## config.mk

```make
export PLATFORM = sky130hd
export DESIGN_NAME = mc_core
export DESIGN_NICKNAME = d
export VERILOG_FILES = /design/src/rtl/mc_pkg.sv /design/src/rtl/mc_regfile.sv /design/src/rtl/mc_core.sv
export SDC_FILE = /design/constraint.sdc
export NUM_CORES = 1
export LEC_CHECK = 0
export CAP_MARGIN = 20
export CORE_MARGIN = 1
export CORE_UTILIZATION = 25
export CTS_BUF_LIST = sky130_fd_sc_hd__clkbuf_8
export DETAILED_ROUTE_END_ITERATION = 16
export PLACE_DENSITY = 0.46
export SLEW_MARGIN = 40
export SYNTH_ARGS = -nofsm -noshare
export SYNTH_HDL_FRONTEND = slang
export SYNTH_SLANG_ARGS = --single-unit
```

## constraint.sdc

```tcl
create_clock -name clk -period 8 [get_ports clk]
set_input_delay 0.8 -clock clk [delete_from_list [all_inputs] [get_ports clk]]
set_output_delay 0.8 -clock clk [all_outputs]
set_load 0.1 [all_outputs]
```

## src/rtl/mc_pkg.sv

```systemverilog
// Shared types for the multi-cycle core: opcodes, FSM states and width helpers.
package mc_pkg;

    typedef enum logic [3:0] {
        OP_HALT = 4'd0,
        OP_ADD  = 4'd1,
        OP_SUB  = 4'd2,
        OP_AND  = 4'd3,
        OP_OR   = 4'd4,
        OP_XOR  = 4'd5,
        OP_MOVI = 4'd6,
        OP_LD   = 4'd7,
        OP_ST   = 4'd8,
        OP_BEQZ = 4'd9,
        OP_JMP  = 4'd10
    } op_e;

    typedef enum logic [1:0] {
        FETCH  = 2'd0,
        EXEC   = 2'd1,
        MEM    = 2'd2,
        HALTED = 2'd3
    } state_e;

    function automatic int ra_w(input int nreg);
        return $clog2(nreg);
    endfunction

    function automatic int inst_w(input int nreg);
        return 4 + 2 * $clog2(nreg);
    endfunction

endpackage

```

## src/rtl/mc_regfile.sv

```systemverilog
// Register file: NREG x DATA_W, two asynchronous read ports, one synchronous write port.
module mc_regfile
    import mc_pkg::*;
#(
    parameter int DATA_W = 8,
    parameter int NREG   = 16
) (
    input  logic                    clk,
    input  logic                    rst,
    input  logic [ra_w(NREG)-1:0]   ra_a,
    input  logic [ra_w(NREG)-1:0]   ra_b,
    output logic [DATA_W-1:0]       rd_a,
    output logic [DATA_W-1:0]       rd_b,
    input  logic                    we,
    input  logic [ra_w(NREG)-1:0]   wa,
    input  logic [DATA_W-1:0]       wd
);

    logic [DATA_W-1:0] regs [NREG];

    assign rd_a = regs[ra_a];
    assign rd_b = regs[ra_b];

    always_ff @(posedge clk) begin
        if (rst) begin
            for (int i = 0; i < NREG; i++) begin
                regs[i] <= '0;
            end
        end else if (we) begin
            regs[wa] <= wd;
        end
    end

endmodule

```

## src/rtl/mc_core.sv

```systemverilog
// Multi-cycle core: FETCH -> EXEC -> (MEM) -> FETCH, with sticky done after HALT.
module mc_core
    import mc_pkg::*;
#(
    parameter int DATA_W = 8,
    parameter int NREG   = 16,
    parameter int PC_W   = 8
) (
    input  logic                      clk,
    input  logic                      rst,
    output logic                      imem_req,
    output logic [PC_W-1:0]           imem_addr,
    input  logic [inst_w(NREG)-1:0]   imem_rdata,
    input  logic                      imem_rvalid,
    output logic                      dmem_req,
    output logic                      dmem_we,
    output logic [DATA_W-1:0]         dmem_addr,
    output logic [DATA_W-1:0]         dmem_wdata,
    input  logic [DATA_W-1:0]         dmem_rdata,
    input  logic                      dmem_ack,
    output logic                      done
);

    localparam int RA_W   = ra_w(NREG);
    localparam int INST_W = inst_w(NREG);

    state_e            state;
    logic [PC_W-1:0]   pc;
    logic [INST_W-1:0] ir;

    logic [3:0]        op;
    logic [RA_W-1:0]   rd;
    logic [RA_W-1:0]   rs;
    logic [DATA_W-1:0] rd_val;
    logic [DATA_W-1:0] rs_val;
    logic [DATA_W-1:0] imm;
    logic [PC_W-1:0]   pc_inc;
    logic [PC_W-1:0]   target;
    logic [DATA_W-1:0] alu_res;
    logic              alu_wr;
    logic              ld_done;
    logic              rf_we;
    logic [DATA_W-1:0] rf_wd;

    assign op        = ir[INST_W-1 -: 4];
    assign rd        = ir[2*RA_W-1 -: RA_W];
    assign rs        = ir[RA_W-1:0];
    assign imm       = DATA_W'(signed'(rs));
    assign pc_inc    = pc + PC_W'(1);
    assign target    = PC_W'(rs_val);
    assign imem_addr = pc;

    mc_regfile #(
        .DATA_W (DATA_W),
        .NREG   (NREG)
    ) u_regfile (
        .clk  (clk),
        .rst  (rst),
        .ra_a (rd),
        .ra_b (rs),
        .rd_a (rd_val),
        .rd_b (rs_val),
        .we   (rf_we),
        .wa   (rd),
        .wd   (rf_wd)
    );

    always_comb begin
        alu_res = rd_val;
        alu_wr  = 1'b0;
        case (op)
            OP_ADD:  begin alu_res = rd_val + rs_val; alu_wr = 1'b1; end
            OP_SUB:  begin alu_res = rd_val - rs_val; alu_wr = 1'b1; end
            OP_AND:  begin alu_res = rd_val & rs_val; alu_wr = 1'b1; end
            OP_OR:   begin alu_res = rd_val | rs_val; alu_wr = 1'b1; end
            OP_XOR:  begin alu_res = rd_val ^ rs_val; alu_wr = 1'b1; end
            OP_MOVI: begin alu_res = imm;             alu_wr = 1'b1; end
            default: begin alu_res = rd_val;          alu_wr = 1'b0; end
        endcase
    end

    // A load retires only on an ack that answers an outstanding request.
    assign ld_done = (state == MEM) && dmem_req && dmem_ack && !dmem_we;
    assign rf_we   = ((state == EXEC) && alu_wr) || ld_done;
    assign rf_wd   = (state == MEM) ? dmem_rdata : alu_res;

    always_ff @(posedge clk) begin
        if (rst) begin
            state      <= FETCH;
            pc         <= '0;
            ir         <= '0;
            imem_req   <= 1'b0;
            dmem_req   <= 1'b0;
            dmem_we    <= 1'b0;
            dmem_addr  <= '0;
            dmem_wdata <= '0;
            done       <= 1'b0;
        end else begin
            case (state)
                FETCH: begin
                    if (imem_req && imem_rvalid) begin
                        ir       <= imem_rdata;
                        imem_req <= 1'b0;
                        state    <= EXEC;
                    end else begin
                        imem_req <= 1'b1;
                    end
                end
                EXEC: begin
                    case (op)
                        OP_HALT: begin
                            done  <= 1'b1;
                            state <= HALTED;
                        end
                        OP_LD, OP_ST: begin
                            dmem_req   <= 1'b1;
                            dmem_we    <= (op == OP_ST);
                            dmem_addr  <= rs_val;
                            dmem_wdata <= (op == OP_ST) ? rd_val : '0;
                            state      <= MEM;
                        end
                        OP_BEQZ: begin
                            pc       <= (rd_val == '0) ? target : pc_inc;
                            imem_req <= 1'b1;
                            state    <= FETCH;
                        end
                        OP_JMP: begin
                            pc       <= target;
                            imem_req <= 1'b1;
                            state    <= FETCH;
                        end
                        default: begin
                            pc       <= pc_inc;
                            imem_req <= 1'b1;
                            state    <= FETCH;
                        end
                    endcase
                end
                MEM: begin
                    if (dmem_req && dmem_ack) begin
                        dmem_req <= 1'b0;
                        dmem_we  <= 1'b0;
                        pc       <= pc_inc;
                        imem_req <= 1'b1;
                        state    <= FETCH;
                    end
                end
                default: begin
                    imem_req <= 1'b0;
                    dmem_req <= 1'b0;
                end
            endcase
        end
    end

endmodule
```

==> results of run 1 <==
## worst register-to-register path: stages (launching register included)
cell	delay, ps
dfxtp_4	640
mux4_2	560
a22o_1	270
a221oi_2	520
ha_1	340
mux2_2	290
inv_1	60
ha_1	220
a21o_1	180
a21oi_1	220
o21ai_0	170
o41ai_1	290
xnor3_1	310
a21oi_4	590
nor3_1	130
## logic make-up (layout without fill, tap and decap cells)
group	after synthesis	after routing	synth area share, %
AO/OA/AOI/OAI	127	127	8.77
multiplexers	79	79	17.3
AND/OR/NAND/NOR	333	333	15.8
XOR/XNOR	10	10	1.03
flip-flops	178	178	49.4
buffers and inverters	79	120	3.74
adder cells (fa/ha/maj)	30	30	3.91
## registers in the layout, indices dropped and copies added, names as in the netlist, named ones only
signal and count:
dmem_we 1, dmem_addr 8, imem_addr 8, state 2, dmem_req 1, u_regfile.regs 128
imem_req 1, done 1, dmem_wdata 8, ir 12
## area by class of cell
cell class / count / area, sq um / share of cell area [%]
clock inverters: 15 / 160 / 1.45
repair buffers: 63 / 455 / 4.12
clock buffers: 17 / 234 / 2.12
inverters: 25 / 93.8 / 0.849
flip-flops and latches: 178 / 4850 / 43.9
well taps: 518 / 648 / 5.86
multi-input cells: 579 / 4610 / 41.7
## worst max path at each step
stage / from / endpoint / slack [ps] / depth (start not counted)
after floorplan: register / u_regfile.regs[10][7]$_SDFFCE_PN0P_ / 3700 / 17
after global placement: register / u_regfile.regs[5][7]$_SDFFCE_PN0P_ / 2510 / 14
after detailed placement: register / u_regfile.regs[4][7]$_SDFFCE_PN0P_ / 2740 / 14
after CTS: register / u_regfile.regs[1][7]$_SDFFCE_PN0P_ / 2730 / 14
after global routing: register / u_regfile.regs[1][7]$_SDFFCE_PN0P_ / 2710 / 14
final: register / u_regfile.regs[1][7]$_SDFFCE_PN0P_ / 2960 / 14
## cells in the final DEF, fill, tap and decap left out, drive strengths merged, types with 14 or more instances in the layout
cell           synthesis  routed
nor2                 160     160
edfxtp               128     128
mux4                  70      70
nand2                 66      66
dfxtp                 50      50
a21oi                 47      47
buf                   19      41
inv                   24      37
nor3                  31      31
ha                    29      29
a22oi                 27      27
clkdlybuf4s50          0      22
nand2b                20      20
clkbuf                35      17
o21ai                 15      15
nand3                 14      14
## cells in the mapped netlist, types with 2 or more instances
master / number
nor3_2: 10
inv_2: 2
and3_1: 6
buf_1: 5
or2_2: 2
buf_2: 5
nand2b_1: 20
edfxtp_1: 128
nor2_1: 160
inv_1: 22
o31a_1: 2
a31oi_1: 8
a211oi_1: 3
nand2_1: 66
nor3b_1: 6
buf_6: 6
nor2b_1: 13
xnor2_1: 8
clkbuf_1: 35
or3_1: 5
a21oi_2: 2
o211ai_1: 4
mux2_2: 3
mux2i_1: 5
nor3_1: 21
a22o_1: 3
mux4_2: 63
a221oi_4: 2
buf_4: 2
a32oi_1: 2
nand3_1: 14
dfxtp_1: 50
a21oi_1: 45
o221ai_1: 2
a21o_1: 3
a22oi_1: 27
o21ai_1: 3
and2_1: 3
ha_1: 29
o21ai_0: 12
mux4_1: 7
## layer usage
layer / GRT usage (%) / vias up / wire length (um)
li1: - / 3167 / -
met1: 21.0 / 3513 / 13500
met2: 24.8 / 198 / 14200
met3: 2.50 / 30 / 1480
met4: 5.48 / 0 / 781
met5: 0 / - / 0
## power breakdown
part,leakage (nW),internal [mW],switching (mW)
clock network,0.209,0.263,0.394
logic,1.82,0.397,0.796
registers,1.73,1.04,0.0796
==> flow_summary.yaml, run 1 <==
run_status:
  outcome: "finished, violations left"
  violations: "design-rule violations"
final_layout:
  nets: 918
  final_cells: 1395
  finalInstanceArea_sq_um: 11100
  fin_util_pct: 28.6
  nFillCells: 3980
  drive_above_1_share_pct: 18.8
  num_antenna_cells: 0
  area_growth_pct: 12.8
routing:
  routed_wl_mm: 30.0
  drtPass1Iterations: 11
  drt_iter0_markers: 579
  route.detailed.drc: 1
  vias: 6908
  detail_route.vias_per_cell: 4.95
  antenna_left: 0
  avgRoutedWirePerCell_um: 21.5
sta:
  hold_ws_ps: 471
  setup_violations: 0
  period_share_pct: 63.0
  finalMaxSlewViolations: 0
  fin_crit_ps: 5040
  setup_slack_ps: 2960
  skew_ps: 22.2
  worst_pin_slew_ps: 796
  hold_violations: 0
  maxSlewHeadroom_pct: 46.9
  rsz0062_at_grt: "no"
  fin_setup_tns_ps: 0
  timing.fmax_mhz: 198
clock_tree:
  clk_latency_ps: 490
  h-tree-depth: 4
  clk_pin_slew_ps: 110
  clockBufferDepth: 2
  post_cts_buffers: 0
  cts-root-buf: "clkbuf_8"
  cts_tree: "done"
  postCtsHoldBufs: 0
  cts_buffers: 17
  cts_sinks: 178
  cts_resized: 0
worst_setup_path:
  critPathMostFrequentCell: "ha_1"
  crit_type: "register to register"
  r2r_cells: 14
  worstPathMaxFanout: 21
  cp-start-kind: "register"
  crit_arrival_ps: 5260
  cp.required_ps: 8220
  cpLargestDelayFamily: "compound AO/OA/AOI/OAI gates"
  cp_num_buf_inv: 1
  cp-end-kind: "register"
  timing.rr.end: "u_regfile.regs[1][7]$_SDFFCE_PN0P_"
  reg2reg_setup_slack_ps: 2960
  path_cells: "mux4_2, a22o_1, a221oi_2, ha_1, mux2_2, inv_1, ha_1, a21o_1, a21oi_1, o21ai_0, o41ai_1, xnor3_1, a21oi_4, nor3_1"
  max_stage_delay_ps: 640
  slowest_stage: "dfxtp_4"
logic_synthesis:
  yosysWarnings: 0
  ys.flop_type: "edfxtp_1"
  syn_area_per_cell_sq_um: 11.7
  synth_edf_count: 128
  synthCells: 836
  yosysTopAreaCellShare_pct: 39.2
  synth_area_sq_um: 9800
  synth_top_area_cell: "edfxtp_1"
  synth_area_leaders: "edfxtp_1, mux4_2, dfxtp_1"
  synth_cell_type_count: 63
  async_reset_ff_share_pct: 0
  synth_nets: 890
  ys_seq_area_share_pct: 49.4
  ys_ff_latch: 178
placed_design:
  dp_slack_ps: 2740
  dpl_cell_area_sq_um: 10700
  post-dp-hpwl_mm: 21.2
  gp_congestion: 0.861
  dp.cells: 1363
  port_buffers: 51
min_path:
  min_from: "dmem_addr[1]$_SDFFE_PP0P_"
  whs_endpoint: "dmem_addr[1]$_SDFFE_PP0P_"
  hold_depth: 2
  hp-class: "register to register"
global_routing:
  antenna_found_initial: 0
  grt_pass1_wl_mm: 44.3
  grt_max_degree: 60
  first_global_vias: 6631
  overflow: 0
  grt_usage_pct: 15.5
floorplan:
  top_level_ports: 52
  start_util_pct: 25.4
  num_rows: 72
  dieHeight_um: 200
  design.die.area_sq_um: 40000
  die-width_um: 200
  core_sq_um: 38600
power:
  powerDensity_nw_per_um2: 269
  ir_drop_mv: 0.101
  total_power_mw: 2.97
  power.leakage_nw: 3.76
job:
  max_cap_violations: 0
Note: power is estimated with default switching activity, not from simulation.
==> run 2, diff against run 1 <==
--- a/config.mk
+++ b/config.mk
@@ -10,7 +10,7 @@
 export CORE_UTILIZATION = 25
 export CTS_BUF_LIST = sky130_fd_sc_hd__clkbuf_8
 export DETAILED_ROUTE_END_ITERATION = 16
-export PLACE_DENSITY = 0.46
+export PLACE_DENSITY = 0.47
 export SLEW_MARGIN = 40
 export SYNTH_ARGS = -nofsm -noshare
 export SYNTH_HDL_FRONTEND = slang
==> constraint.sdc (replaced) <==
create_clock -name clk -period 4.2 [get_ports clk]
set_input_delay 0.42 -clock clk [delete_from_list [all_inputs] [get_ports clk]]
set_output_delay 0.42 -clock clk [all_outputs]
set_load 0.1 [all_outputs]
==> run 2 against run 1 <==
  * The flow finishes with violations (negative setup slack)
  * Total power rose by 110%
  * Count of clock-buffer cells in the layout stayed put
  * Register-to-register slack worse by 3000 ps
  * Fmax rose by 20%
  * Highest routed layer unchanged
==> flow_summary.yaml, run 2 (synthesis gave the netlist of run 1 again) <==
global_routing:
  antenna_found_initial: 1
  overflow: 0
  first_global_vias: 7086
  grt_usage_pct: 15.9
  grt_pass1_wl_mm: 45.6
  grt_max_degree: 59
sta:
  hold_violations: 0
  setup_violations: 6
  worst_pin_slew_ps: 732
  fin_crit_ps: 4210
  setup_slack_ps: -13.8
  skew_ps: 14.1
  fin_setup_tns_ps: -51.2
  maxSlewHeadroom_pct: 51.1
  period_share_pct: 100
  rsz0062_at_grt: "yes"
  timing.fmax_mhz: 237
  finalMaxSlewViolations: 0
final_layout:
  area_growth_pct: 22.5
  most-common-layout-cells: "nor2_1, edfxtp_1, buf_4, nand2_1, mux4_2"
  final_common_cell: "nor2_1"
  regMostFlops: "u_regfile.regs"
  top_regs: "u_regfile.regs: 128 flops, ir: 12 flops"
  drive_above_1_share_pct: 28.6
  fin_util_pct: 31.1
  finalInstanceArea_sq_um: 12000
  largest_reg_flops: 128
  nets: 997
floorplan:
  core_sq_um: 38600
  start_util_pct: 25.4
  design.die.area_sq_um: 40000
  die-width_um: 200
  top_level_ports: 52
  dieHeight_um: 200
  num_rows: 72
worst_setup_path:
  reg2reg_setup_slack_ps: -10
  cp-start-kind: "register"
  crit_arrival_ps: 4450
  worstPathMaxFanout: 8
  r2r_cells: 18
  timing.rr.end: "u_regfile.regs[2][5]$_SDFFCE_PN0P_"
  max_stage_delay_ps: 540
  path_cells: "buf_12, mux4_2, mux4_2, inv_2, ha_4, mux2_4, inv_4, ha_4, a21o_1, a21oi_2, o21ai_2, buf_4, or3_1, a31oi_1, o31a_1, buf_4, buf_12, nor2_1"
  cp.required_ps: 4440
  crit_type: "register to register"
  cp_num_buf_inv: 6
  cp-end-kind: "register"
  cpLargestDelayFamily: "multiplexers"
  slowest_stage: "mux4_2"
clock_tree:
  clk_pin_slew_ps: 100
  h-tree-depth: 4
  clk_latency_ps: 480
  cts_sinks: 178
  clockBufferDepth: 2
  postCtsHoldBufs: 0
  cts_buffers: 17
  cts-root-buf: "clkbuf_8"
  cts_tree: "done"
power:
  swShare_pct: 41.4
  ir_drop_mv: 0.217
  power.leakage_nw: 4.21
  pwr-share-clk_pct: 18.6
  p_sw_mw: 2.59
  powerDensity_nw_per_um2: 522
  p_comb_share_pct: 48.2
  internal_power_mw: 3.67
  p_seq_share_pct: 33.2
run_status:
  outcome: "finished, violations left"
  violations: "negative setup slack"
routing:
  drtPass1Iterations: 5
  drt_iter0_markers: 487
  routed_wl_mm: 31.1
  avgRoutedWirePerCell_um: 21.1
  antenna_left: 0
  route.detailed.drc: 0
  vias: 7216
  detail_route.vias_per_cell: 4.89
min_path:
  min_from: "dmem_addr[1]$_SDFFE_PP0P_"
  whs_endpoint: "dmem_addr[1]$_SDFFE_PP0P_"
  hold_depth: 2
  hp-class: "register to register"
placed_design:
  gp_congestion: 0.879
  dpl_cell_area_sq_um: 11200
  port_buffers: 51
  post-dp-hpwl_mm: 21.9
  dp_slack_ps: -60.3
job:
  max_cap_violations: 0
[run 2: changes by cell type in the layout (fill, tap and decap cells not counted), sizes merged]
cell,change
clkinvlp,+4
clkbuf,+1
clkinv,+3
diode,+1
inv,-7
buf,+78
[run 2: worst min-delay path, stage by stage, from the launching register on]
cell	delay, ps
dfxtp_1	320
nand2_1	50
a21oi_1	50
[run 2: area by class of cell]
cell class	count	area [sq um]
multi-input combinational	579	4790
tap	518	648
timing repair buffer	142	1250
sequential	178	4850
clock buffer	17	234
antenna	1	2.50
clock inverter	15	133
inverter	25	96.3
fill	3918	26600
[run 2: power by group through the flow]
stage	Sequential (mW)	Clock [mW]	Combinational, mW
2_1_floorplan	2.24	0	1.51
3_3_place_gp	2.12	0	2.70
3_5_place_dp	2.12	0	2.67
4_1_cts	2.08	1.20	2.81
5_1_grt	2.10	1.25	3.21
6_report	2.08	1.16	3.02
[run 2: worst max path at each step]
| stage | to | startpoint | depth (start not counted) |
|---|---|---|---|
| global placement | u_regfile.regs[9][4]$_SDFFCE_PN0P_ | register | 16 |
| CTS | u_regfile.regs[12][5]$_SDFFCE_PN0P_ | register | 18 |
| finish | u_regfile.regs[2][5]$_SDFFCE_PN0P_ | register | 18 |
| global route | u_regfile.regs[15][5]$_SDFFCE_PN0P_ | register | 18 |
| detailed placement | u_regfile.regs[0][7]$_SDFFCE_PN0P_ | register | 16 |
| floorplan | u_regfile.regs[0][4]$_SDFFCE_PN0P_ | register | 17 |
[run 2: per-layer routing]
metal / routed length [um] / GRT usage, % / share of wire [%] / vias to the layer above
met1: 14200 / 21.1 / 45 / 3664
li1: - / - / - / 3327
met5: 0 / 0 / 0 / -
met2: 14700 / 26.1 / 47 / 195
met4: 686 / 5.37 / 2.2 / 0
met3: 1550 / 2.79 / 5.0 / 30
[run 2: repair_timing]
item                                   in CTS  in global routing
setup endpoints to repair                  61                 80
setup buffers                               4                 13
pin swaps                                   7                  9
resized for setup                          12                 44
cloned                                      2                  1
endpoints found under the hold margin       0                  0
[run 2: through the flow]
stage,hold WS (ps),total power [mW],cells
5_1_grt,492,6.56,1474
3_3_place_gp,460,4.81,1423
2_1_floorplan,450,3.75,836
3_5_place_dp,452,4.79,1423
4_1_cts,466,6.09,1461
6_report,462,6.27,1475
==> run 3, diff against run 2 <==
--- a/config.mk
+++ b/config.mk
@@ -5,6 +5,7 @@
 export SDC_FILE = /design/constraint.sdc
 export NUM_CORES = 1
 export LEC_CHECK = 0
+export ABC_AREA = 1
 export CAP_MARGIN = 20
 export CORE_MARGIN = 1
 export CORE_UTILIZATION = 25
==> run 3 against run 2 <==
  * Sequential share of layout area is 1.2 points lower
  * Register-to-register slack better by 390 ps
  * Via count is 34% higher
  * The run now ends clean
  * Count of clock-buffer cells in the layout stayed put
  * Core utilization is 2.4 points lower
  * Global-route usage is 1.4 points higher
  * Combinational power is 58% higher
  * Synthesized area is 11% higher
  * Synthesized cell count is 66% higher
  * Wire length is 22% higher
  * Design area is 3.0% higher
  * Clock skew is 7.8 ps higher
==> flow_summary.yaml, run 3 <==
final_layout:
  multi_input_comb_area_sq_um: 4940
  top_regs: "u_regfile.regs: 128 flops, ir: 12 flops"
  drive_above_1_share_pct: 12.2
  final_cells: 2024
  largest_reg_flops: 128
  nFillCells: 4696
  final_common_cell: "nand2_1"
  num_antenna_cells: 0
  area_growth_pct: 13.3
  regMostFlops: "u_regfile.regs"
  most-common-layout-cells: "nand2_1, nor2_1, inv_1, nand3_1, edfxtp_1"
  finalInstanceArea_sq_um: 12400
  regArea_sq_um: 4850
  nets: 1480
worst_setup_path:
  cp_num_buf_inv: 4
  cpLargestDelayFamily: "simple AND/OR/NAND/NOR gates"
  r2r_cells: 23
  cp.required_ps: 4440
  path_cells: "buf_16, o211ai_1, nand3_1, nand3_1, nand2_2, inv_2, ha_1, nand2_1, o21ai_0, fa_1, nor2_1, o21ai_0, nand2_1, nand2_1, nand2_1, a21oi_1, xor2_1, o21ai_0, o21ai_0, nand2_1, inv_1, buf_12, nor2_1"
  critPathMostFrequentCell: "nand2_1"
  crit_arrival_ps: 4070
  slowest_stage: "fa_1"
  worstPathMaxFanout: 53
  max_stage_delay_ps: 480
  cp-start-kind: "register"
  cp-end-kind: "register"
  crit_type: "register to register"
  cp_num_cells: 23
logic_synthesis:
  synth_nets: 1441
  ys.flop_type: "edfxtp_1"
  yosysMostFrequentCell: "nand2_1"
  synth_area_leaders: "edfxtp_1, dfxtp_1, nand2_1"
  ys_seq_area_share_pct: 44.4
  yosysWarnings: 0
  synth_top_area_cell: "edfxtp_1"
  yosysTopAreaCellShare_pct: 35.2
  yosys-top-cells-count: "nand2_1, nor2_1, inv_1"
  synth_cell_type_count: 55
  async_reset_ff_share_pct: 0
  ys_ff_latch: 178
  synth_edf_count: 128
  synthCells: 1387
  synth_area_sq_um: 10900
  syn_area_per_cell_sq_um: 7.87
global_routing:
  antenna_found_initial: 0
  grt_util_met2_pct: 29.2
  met3_usage_pct: 2.32
  grt_pass1_wl_mm: 57.2
  overflow: 0
  first_global_vias: 9333
  grt_max_degree: 54
  use_met1_pct: 22.9
  grt-busiest-layer: "met2"
  grt_usage_pct: 17.3
placed_design:
  gp_congestion: 0.887
  post-dp-hpwl_mm: 27.7
  port_buffers: 51
  dp_slack_ps: 373
  dp.cells: 1992
  dpl_cell_area_sq_um: 12000
power:
  power.leakage_nw: 4.92
  powerDensity_nw_per_um2: 662
  ir_drop_mv: 0.394
clock_tree:
  cts_resized: 0
  cts_sinks: 178
  clk_latency_ps: 500
  post_cts_buffers: 0
  cts_tree: "done"
  h-tree-depth: 4
  cts-root-buf: "clkbuf_8"
  clockBufferDepth: 2
  cts_buffers: 17
  clk_pin_slew_ps: 110
  postCtsHoldBufs: 0
routing:
  routed_wl_mm: 38.1
  antenna_left: 0
  avgRoutedWirePerCell_um: 18.8
  drt_iter0_markers: 912
  vias: 9671
  route.detailed.drc: 0
  drtPass1Iterations: 7
  detail_route.vias_per_cell: 4.78
sta:
  maxSlewHeadroom_pct: 39.8
  fin_crit_ps: 3820
  rsz0062_at_grt: "no"
  setup_slack_ps: 376
  period_share_pct: 91.1
  fin_setup_tns_ps: 0
  setup_violations: 0
  worst_pin_slew_ps: 900
  hold_violations: 0
  timing.fmax_mhz: 261
  finalMaxSlewViolations: 0
  skew_ps: 21.9
floorplan:
  dieHeight_um: 211
  design.die.area_sq_um: 44500
  core_sq_um: 43100
  die-width_um: 211
  top_level_ports: 52
  num_rows: 76
  start_util_pct: 25.3
job:
  max_cap_violations: 0
min_path:
  hold_depth: 2
  hp-class: "register to register"
run_status:
  outcome: "finished clean"
-- run 3: cell types whose count changed in the layout (fill, tap and decap cells not counted), sizes merged, moves of 54 or more --
| cell | previous run | this run |
|---|---|---|
| o21ai | 15 | 92 |
| nand3 | 14 | 159 |
| inv | 30 | 185 |
| mux4 | 70 | 0 |
| a21oi | 47 | 104 |
| nand2 | 66 | 293 |
| buf | 119 | 65 |
-- run 3: cell families (layout without fill, tap and decap cells) --
logic type | after synthesis | after routing | share of synthesized area [%]
AOI/OAI and AO/OA | 261 | 261 | 14.4
xor gates and xnor gates | 12 | 12 | 1.03
adders and majority gates | 30 | 30 | 3.51
buffers and inverters | 251 | 303 | 10.4
DFF | 178 | 178 | 44.4
and+or+nand+nor | 655 | 655 | 26.3
-- run 3: tightest hold or removal path, delay by kind of cell (launching register included) --
| kind | cells | cell delay (ps) |
|---|---|---|
| AOI/OAI and AO/OA | 1 | 50 |
| DFF | 1 | 320 |
| and+or+nand+nor | 1 | 60 |
-- run 3: layer usage --
layer	share of wire (%)	up-vias
met1	45	4647
met3	4.8	48
met5	0	-
met4	2.3	0
li1	-	4675
met2	48	301
-- run 3: final timing paths --
kind,from,end,slack (ps)
setup / recovery,register,u_regfile.regs[5][6]$_SDFFCE_PN0P_,380
hold / removal,dmem_wdata[3]$_SDFFE_PP0P_,dmem_wdata[3]$_SDFFE_PP0P_,470
setup reg to reg,register,u_regfile.regs[5][6]$_SDFFCE_PN0P_,380
hold reg to reg,dmem_wdata[3]$_SDFFE_PP0P_,dmem_wdata[3]$_SDFFE_PP0P_,470
-- run 3: metrics by stage --
step	hold slack, ps	power (mW)	util [%]
detailed placement	457	6.91	27.8
floorplan	435	5.19	-
finish	470	8.18	28.7
global placement	452	6.95	28.1
CTS	474	8.16	28.7
global route	491	8.68	28.7
-- run 3: cell type report --
type / instances / area share (%)
repair buffers: 88 / 6.14
flip-flops and latches: 178 / 39.2
clock inverters: 15 / 1.29
inverters: 183 / 5.60
multi-input cells: 958 / 39.9
clock buffers: 17 / 1.89
well taps: 585 / 5.92
-- run 3: power by group --
part | total (mW) | internal [mW] | switching [mW]
clock network | 1.25 | 0.536 | 0.712
registers | 2.15 | 2.02 | 0.134
logic | 4.78 | 1.40 | 3.38
